[config.mk]
export PLATFORM = sky130hd
export DESIGN_NAME = id_ex_pipe_buffer
export DESIGN_NICKNAME = d
export VERILOG_FILES = /design/src/rtl/id_ex_pipe_buffer.sv
export SDC_FILE = /design/constraint.sdc
export NUM_CORES = 1
export LEC_CHECK = 0
export CAP_MARGIN = 40
export CORE_ASPECT_RATIO = 0.9
export CORE_MARGIN = 3
export CORE_UTILIZATION = 43
export CTS_BUF_LIST = sky130_fd_sc_hd__clkbuf_16
export DETAILED_ROUTE_END_ITERATION = 12
export DONT_BUFFER_PORTS = 1
export SYNTH_ARGS = -nofsm -noshare
export SYNTH_HDL_FRONTEND = slang
export SYNTH_SLANG_ARGS = --single-unit
[constraint.sdc]
create_clock -name clk -period 6.4 [get_ports clk]
set_input_delay 0.96 -clock clk [delete_from_list [all_inputs] [get_ports clk]]
set_output_delay 0.96 -clock clk [all_outputs]
set_load 0.01 [all_outputs]
[src/rtl/id_ex_pipe_buffer.sv]
// Decode-to-execute elastic buffer: DEPTH-entry FIFO with valid/ready handshake,
// flush, writeback operand patching of held entries and a bubble counter.
module id_ex_pipe_buffer #(
    parameter int XLEN   = 32,
    parameter int CTL_W  = 96,
    parameter int REG_AW = 5,
    parameter int DEPTH  = 2,
    parameter int CNT_W  = 16
) (
    input  logic              clk,
    input  logic              rst,
    input  logic              in_valid,
    output logic              in_ready,
    input  logic [CTL_W-1:0]  in_ctl,
    input  logic [REG_AW-1:0] in_rs1,
    input  logic [REG_AW-1:0] in_rs2,
    input  logic [XLEN-1:0]   in_rd1,
    input  logic [XLEN-1:0]   in_rd2,
    output logic              out_valid,
    input  logic              out_ready,
    output logic [CTL_W-1:0]  out_ctl,
    output logic [REG_AW-1:0] out_rs1,
    output logic [REG_AW-1:0] out_rs2,
    output logic [XLEN-1:0]   out_rd1,
    output logic [XLEN-1:0]   out_rd2,
    input  logic              flush,
    input  logic              wb_we,
    input  logic [REG_AW-1:0] wb_rd,
    input  logic [XLEN-1:0]   wb_data,
    output logic [2:0]        count,
    output logic [CNT_W-1:0]  bubble_cnt
);

    localparam int              PW       = (DEPTH > 1) ? $clog2(DEPTH) : 1;
    localparam logic [2:0]      DEPTH_C  = 3'(DEPTH);
    localparam logic [PW-1:0]   LAST_PTR = PW'(DEPTH - 1);

    logic [CTL_W-1:0]  ctl_q [DEPTH];
    logic [REG_AW-1:0] rs1_q [DEPTH];
    logic [REG_AW-1:0] rs2_q [DEPTH];
    logic [XLEN-1:0]   rd1_q [DEPTH];
    logic [XLEN-1:0]   rd2_q [DEPTH];
    logic [DEPTH-1:0]  vld_q;
    logic [PW-1:0]     head_q;
    logic [PW-1:0]     tail_q;
    logic [2:0]        count_q;
    logic [CNT_W-1:0]  bubble_q;

    logic push;
    logic pop;
    logic wb_hit;

    function automatic logic [PW-1:0] next_ptr(input logic [PW-1:0] p);
        return (p == LAST_PTR) ? '0 : p + PW'(1);
    endfunction

    // in_ready depends only on stored occupancy, never on out_ready.
    assign in_ready  = !rst && (count_q < DEPTH_C);
    assign out_valid = (count_q != 3'd0);
    assign push      = in_valid && in_ready;
    assign pop       = out_valid && out_ready;
    assign wb_hit    = wb_we && (wb_rd != '0);

    // An empty buffer presents an all-zero bubble so nothing downstream acts on it.
    assign out_ctl    = out_valid ? ctl_q[head_q] : '0;
    assign out_rs1    = out_valid ? rs1_q[head_q] : '0;
    assign out_rs2    = out_valid ? rs2_q[head_q] : '0;
    assign out_rd1    = out_valid ? rd1_q[head_q] : '0;
    assign out_rd2    = out_valid ? rd2_q[head_q] : '0;
    assign count      = count_q;
    assign bubble_cnt = bubble_q;

    // NOTE: all state uses non-blocking assignments so every register samples
    // pre-edge values regardless of statement order inside the block.
    always_ff @(posedge clk) begin
        if (rst) begin
            count_q  <= '0;
            head_q   <= '0;
            tail_q   <= '0;
            vld_q    <= '0;
            bubble_q <= '0;
            // NOTE: the storage array is cleared on reset on purpose; it is small
            // and a clean reset state keeps stale operands out of the datapath.
            for (int i = 0; i < DEPTH; i++) begin
                ctl_q[i] <= '0;
                rs1_q[i] <= '0;
                rs2_q[i] <= '0;
                rd1_q[i] <= '0;
                rd2_q[i] <= '0;
            end
        end else begin
            if (out_ready && !out_valid && (bubble_q != '1))
                bubble_q <= bubble_q + CNT_W'(1);

            if (flush) begin
                count_q <= '0;
                head_q  <= '0;
                tail_q  <= '0;
                vld_q   <= '0;
            end else begin
                // Patch held operands; the entry leaving this cycle is already consumed.
                for (int i = 0; i < DEPTH; i++) begin
                    if (vld_q[i] && wb_hit && !(pop && head_q == PW'(i))) begin
                        if (rs1_q[i] == wb_rd) rd1_q[i] <= wb_data;
                        if (rs2_q[i] == wb_rd) rd2_q[i] <= wb_data;
                    end
                end

                if (pop) begin
                    vld_q[head_q] <= 1'b0;
                    head_q        <= next_ptr(head_q);
                end

                // A push never targets the popped slot: push needs count<DEPTH,
                // and tail==head with count>0 only happens when full.
                if (push) begin
                    vld_q[tail_q] <= 1'b1;
                    ctl_q[tail_q] <= in_ctl;
                    rs1_q[tail_q] <= in_rs1;
                    rs2_q[tail_q] <= in_rs2;
                    rd1_q[tail_q] <= (wb_hit && in_rs1 == wb_rd) ? wb_data : in_rd1;
                    rd2_q[tail_q] <= (wb_hit && in_rs2 == wb_rd) ? wb_data : in_rd2;
                    tail_q        <= next_ptr(tail_q);
                end

                case ({push, pop})
                    2'b10:   count_q <= count_q + 3'd1;
                    2'b01:   count_q <= count_q - 3'd1;
                    default: count_q <= count_q;
                endcase
            end
        end
    end

endmodule

==> impl_metrics.ini <==
[global_route]
grt_usage_pct = 20.5
grt_max_degree = 171
overflow = 0
grt_pass1_vias = 11100
grt_antenna_before_repair = 3
grt_pass1_wl_mm = 67.8

[routing]
drt_first_pass_iters = 5
initialDrtViolationCount = 544
vias_per_cell = 5.41
num_vias = 10800
drc = 0
avgRoutedWirePerCell_um = 23.2
ant_nets = 0
wl_mm = 46.5

[yosys]
synth_area_um2 = 17800
yosysSeqAreaShare_pct = 60.1
yosys.area.top_type = edfxtp_1
synth_flop_cell = edfxtp_1
ys_seq_elements = 364
syn_area_per_cell_um2 = 12.2
synthCells = 1458
ys_top_cells_by_area = edfxtp_1 (57%), mux2i_1 (17%), and2_1 (7.5%), nor2_1 (6.8%), dfxtp_1 (2.7%)
synth_warnings = 0
synth-edff-count = 340
synthArstFlopShare_pct = 0
synth_top_area_share_pct = 57.4
syn_nets = 1676
synth_cell_types = 41

[cells_and_area]
areaGrowthSynthToFinish_pct = 11.2
layout.cells.non_filler = 2003
fin_util_pct = 48.5
layout-drive-gt1-share_pct = 6.84
fin_area_um2 = 19800
fin_nets = 1646

[timing]
report.final.slew_viol_count = 0
max_freq_mhz = 258
hold_violations = 0
rsz0062_at_grt = false
finalCritPeriodShare_pct = 60.6
finalSetupViolations = 0
skew_ns = 0.0132
maxSlewHeadroom_pct = 35.6
fin_crit_ns = 3.88
tightest_slew_ns = 0.966
final.setup.worst_slack_ns = 2.52
final.setup.tns_ns = 0

[floorplan]
ios = 404
die_width_um = 220
dieArea_um2 = 43800
start_util_pct = 43.6
row_count = 70
core_area_um2 = 40700
die_y_um = 199

[min_path]
hp-class = register to register

[power_and_ir_drop]
power_frac_seq_pct = 50.3
internal-power_w = 0.00426
power.density_nw_per_um2 = 277
swShare_pct = 22.3
p_leak_nw = 7.48
combPwrFrac_pct = 6.3
p_sw_w = 0.00122
power_frac_clock_pct = 43.4
vdd_drop_max_uv = 198

[clock_network]
clock_latency_ns = 0.55
cts.sinks = 364
cts_buffer_depth = 3
path_clk_slew_ns = 0.06
h-tree-depth = 2
cts_hold_buffers = 0
cts_buffers = 42
post_cts_resized = 0
root_buffer = clkbuf_16
cts_tree = yes
cts.repair_timing.setup_buffer_count = 0

[run_status]
status = completed

[worst_setup_path]
rr_worst_depth = 5
worstReg2RegStart = count[2]
end_kind = register
crit_path_max_fanout = 61
rrSetupSlack_ns = 2.52
crit_end = rs1_q[1][2]
path_class = register to register
cp.required_ns = 6.57
cp-start-kind = register
r2r_end = rs1_q[1][2]
cp-startpoint = count[2]
arrival_ns = 4.05

[job]
maxCapViolations = 0

[placement]
dp.cells = 1924
hpwlAfterDp_mm = 29.6
placed_cell_area_um2 = 18400
place_congestion = 0.765
io_buffer_count = 0
dp_slack_ns = 1.97
==> routing by layer <==
metal  GRT usage (%)  part of all wire, %  wire length [um]  vias up
li1                -                    -                 -     5045
met1            24.4                   39             18200     5389
met2            33.4                   48             22300      339
met3            8.43                   10              4680       68
met4            7.39                  2.9              1350        2
met5               0                0.043                20        -
==> Yosys cell counts, types with 4 or more instances <==
library cell / number
a21oi_1: 6
mux2i_1: 297
buf_1: 17
inv_1: 7
or3_1: 5
ha_1: 4
a211oi_1: 4
clkbuf_1: 50
nor3_1: 10
buf_2: 28
nand2_1: 17
nand3_1: 15
xor2_1: 15
nor2_1: 324
edfxtp_1: 340
dfxtp_1: 24
or2_2: 5
nand4_1: 7
xnor2_1: 29
and2_1: 213
==> cells in the final DEF (no fill, tap or decap), drive strengths merged, types with 3 or more instances in the layout <==
cell type / instances
edfxtp: 340
or3: 5
dfxtp: 24
or2: 5
nor3: 14
o221ai: 3
a211oi: 4
nor4b: 3
o211ai: 3
nand4: 7
clkbuf: 43
nor4: 3
o21ai: 8
nand3: 15
and2: 213
clkinv: 17
xnor2: 29
buf: 24
mux2i: 297
inv: 18
nor2: 324
nand2: 17
ha: 4
xor2: 15
a21oi: 6
bufinv: 5
==> through the flow <==
step	power [W]	hold slack, ns
2_1_floorplan	0.00306	0.429
3_3_place_gp	0.00314	0.452
3_5_place_dp	0.00315	0.463
4_1_cts	0.00554	0.437
5_1_grt	0.00568	0.446
6_report	0.00547	0.474
==> kinds of logic (layout without fill, tap and decap cells) <==
group,count (synthesis),count (layout),synth area share (%)
xor gates and xnor gates,44,44,2.17
adders and majority gates,5,5,0.394
other,0,2,0
DFF,364,364,60.1
buffers and inverters,105,108,2.50
AOI/OAI and AO/OA,27,27,1.01
muxes,297,297,16.7
and+or+nand+nor,616,616,17.1
==> cell type report <==
type                            instances  area (um2)
Clock inverter                         34         288
Timing Repair Buffer                   24         262
Clock buffer                           43        1080
Fill cell                            3606       21000
Tap cell                              540         676
Multi-Input combinational cell        989        6730
Inverter                                7        28.8
Sequential cell                       364       10700
Antenna cell                            2        5.00
==> worst max-delay path: stages, from the launching register on <==
cell and delay [ns]:
dfxtp_1 0.39, or4b_1 0.73, nor3b_4 0.22, buf_4 0.53, or2_4 0.70, buf_4 0.78
==> how the worst min path moves through the flow <==
stage                   from             end  slack, ns  depth (start not counted)
global placement    vld_q[1]        vld_q[1]       0.45                          2
global route             rst  bubble_cnt[12]       0.45                          1
CTS                      rst   bubble_cnt[5]       0.44                          1
floorplan           vld_q[1]        vld_q[1]       0.43                          2
detailed placement  vld_q[1]        vld_q[1]       0.46                          2
finish              vld_q[1]        vld_q[1]       0.47                          2
==> power by group through the flow <==
stage	Combinational (W)	Clock (W)	Sequential, W
after floorplan	0.000259	0	0.00280
after global placement	0.000337	0	0.00280
after detailed placement	0.000350	0	0.00280
after CTS	0.000351	0.00244	0.00275
after global routing	0.000380	0.00254	0.00276
final	0.000342	0.00238	0.00275
==> flip-flops by register name (all words and copies together), names as in the netlist, named ones only <==
signal / cells
bubble_cnt: 16
head_q: 1
rs1_q: 10
tail_q: 1
rs2_q: 10
rd1_q: 64
ctl_q: 192
rd2_q: 64
count: 3
vld_q: 2
Power figures use the tool's default switching activity.
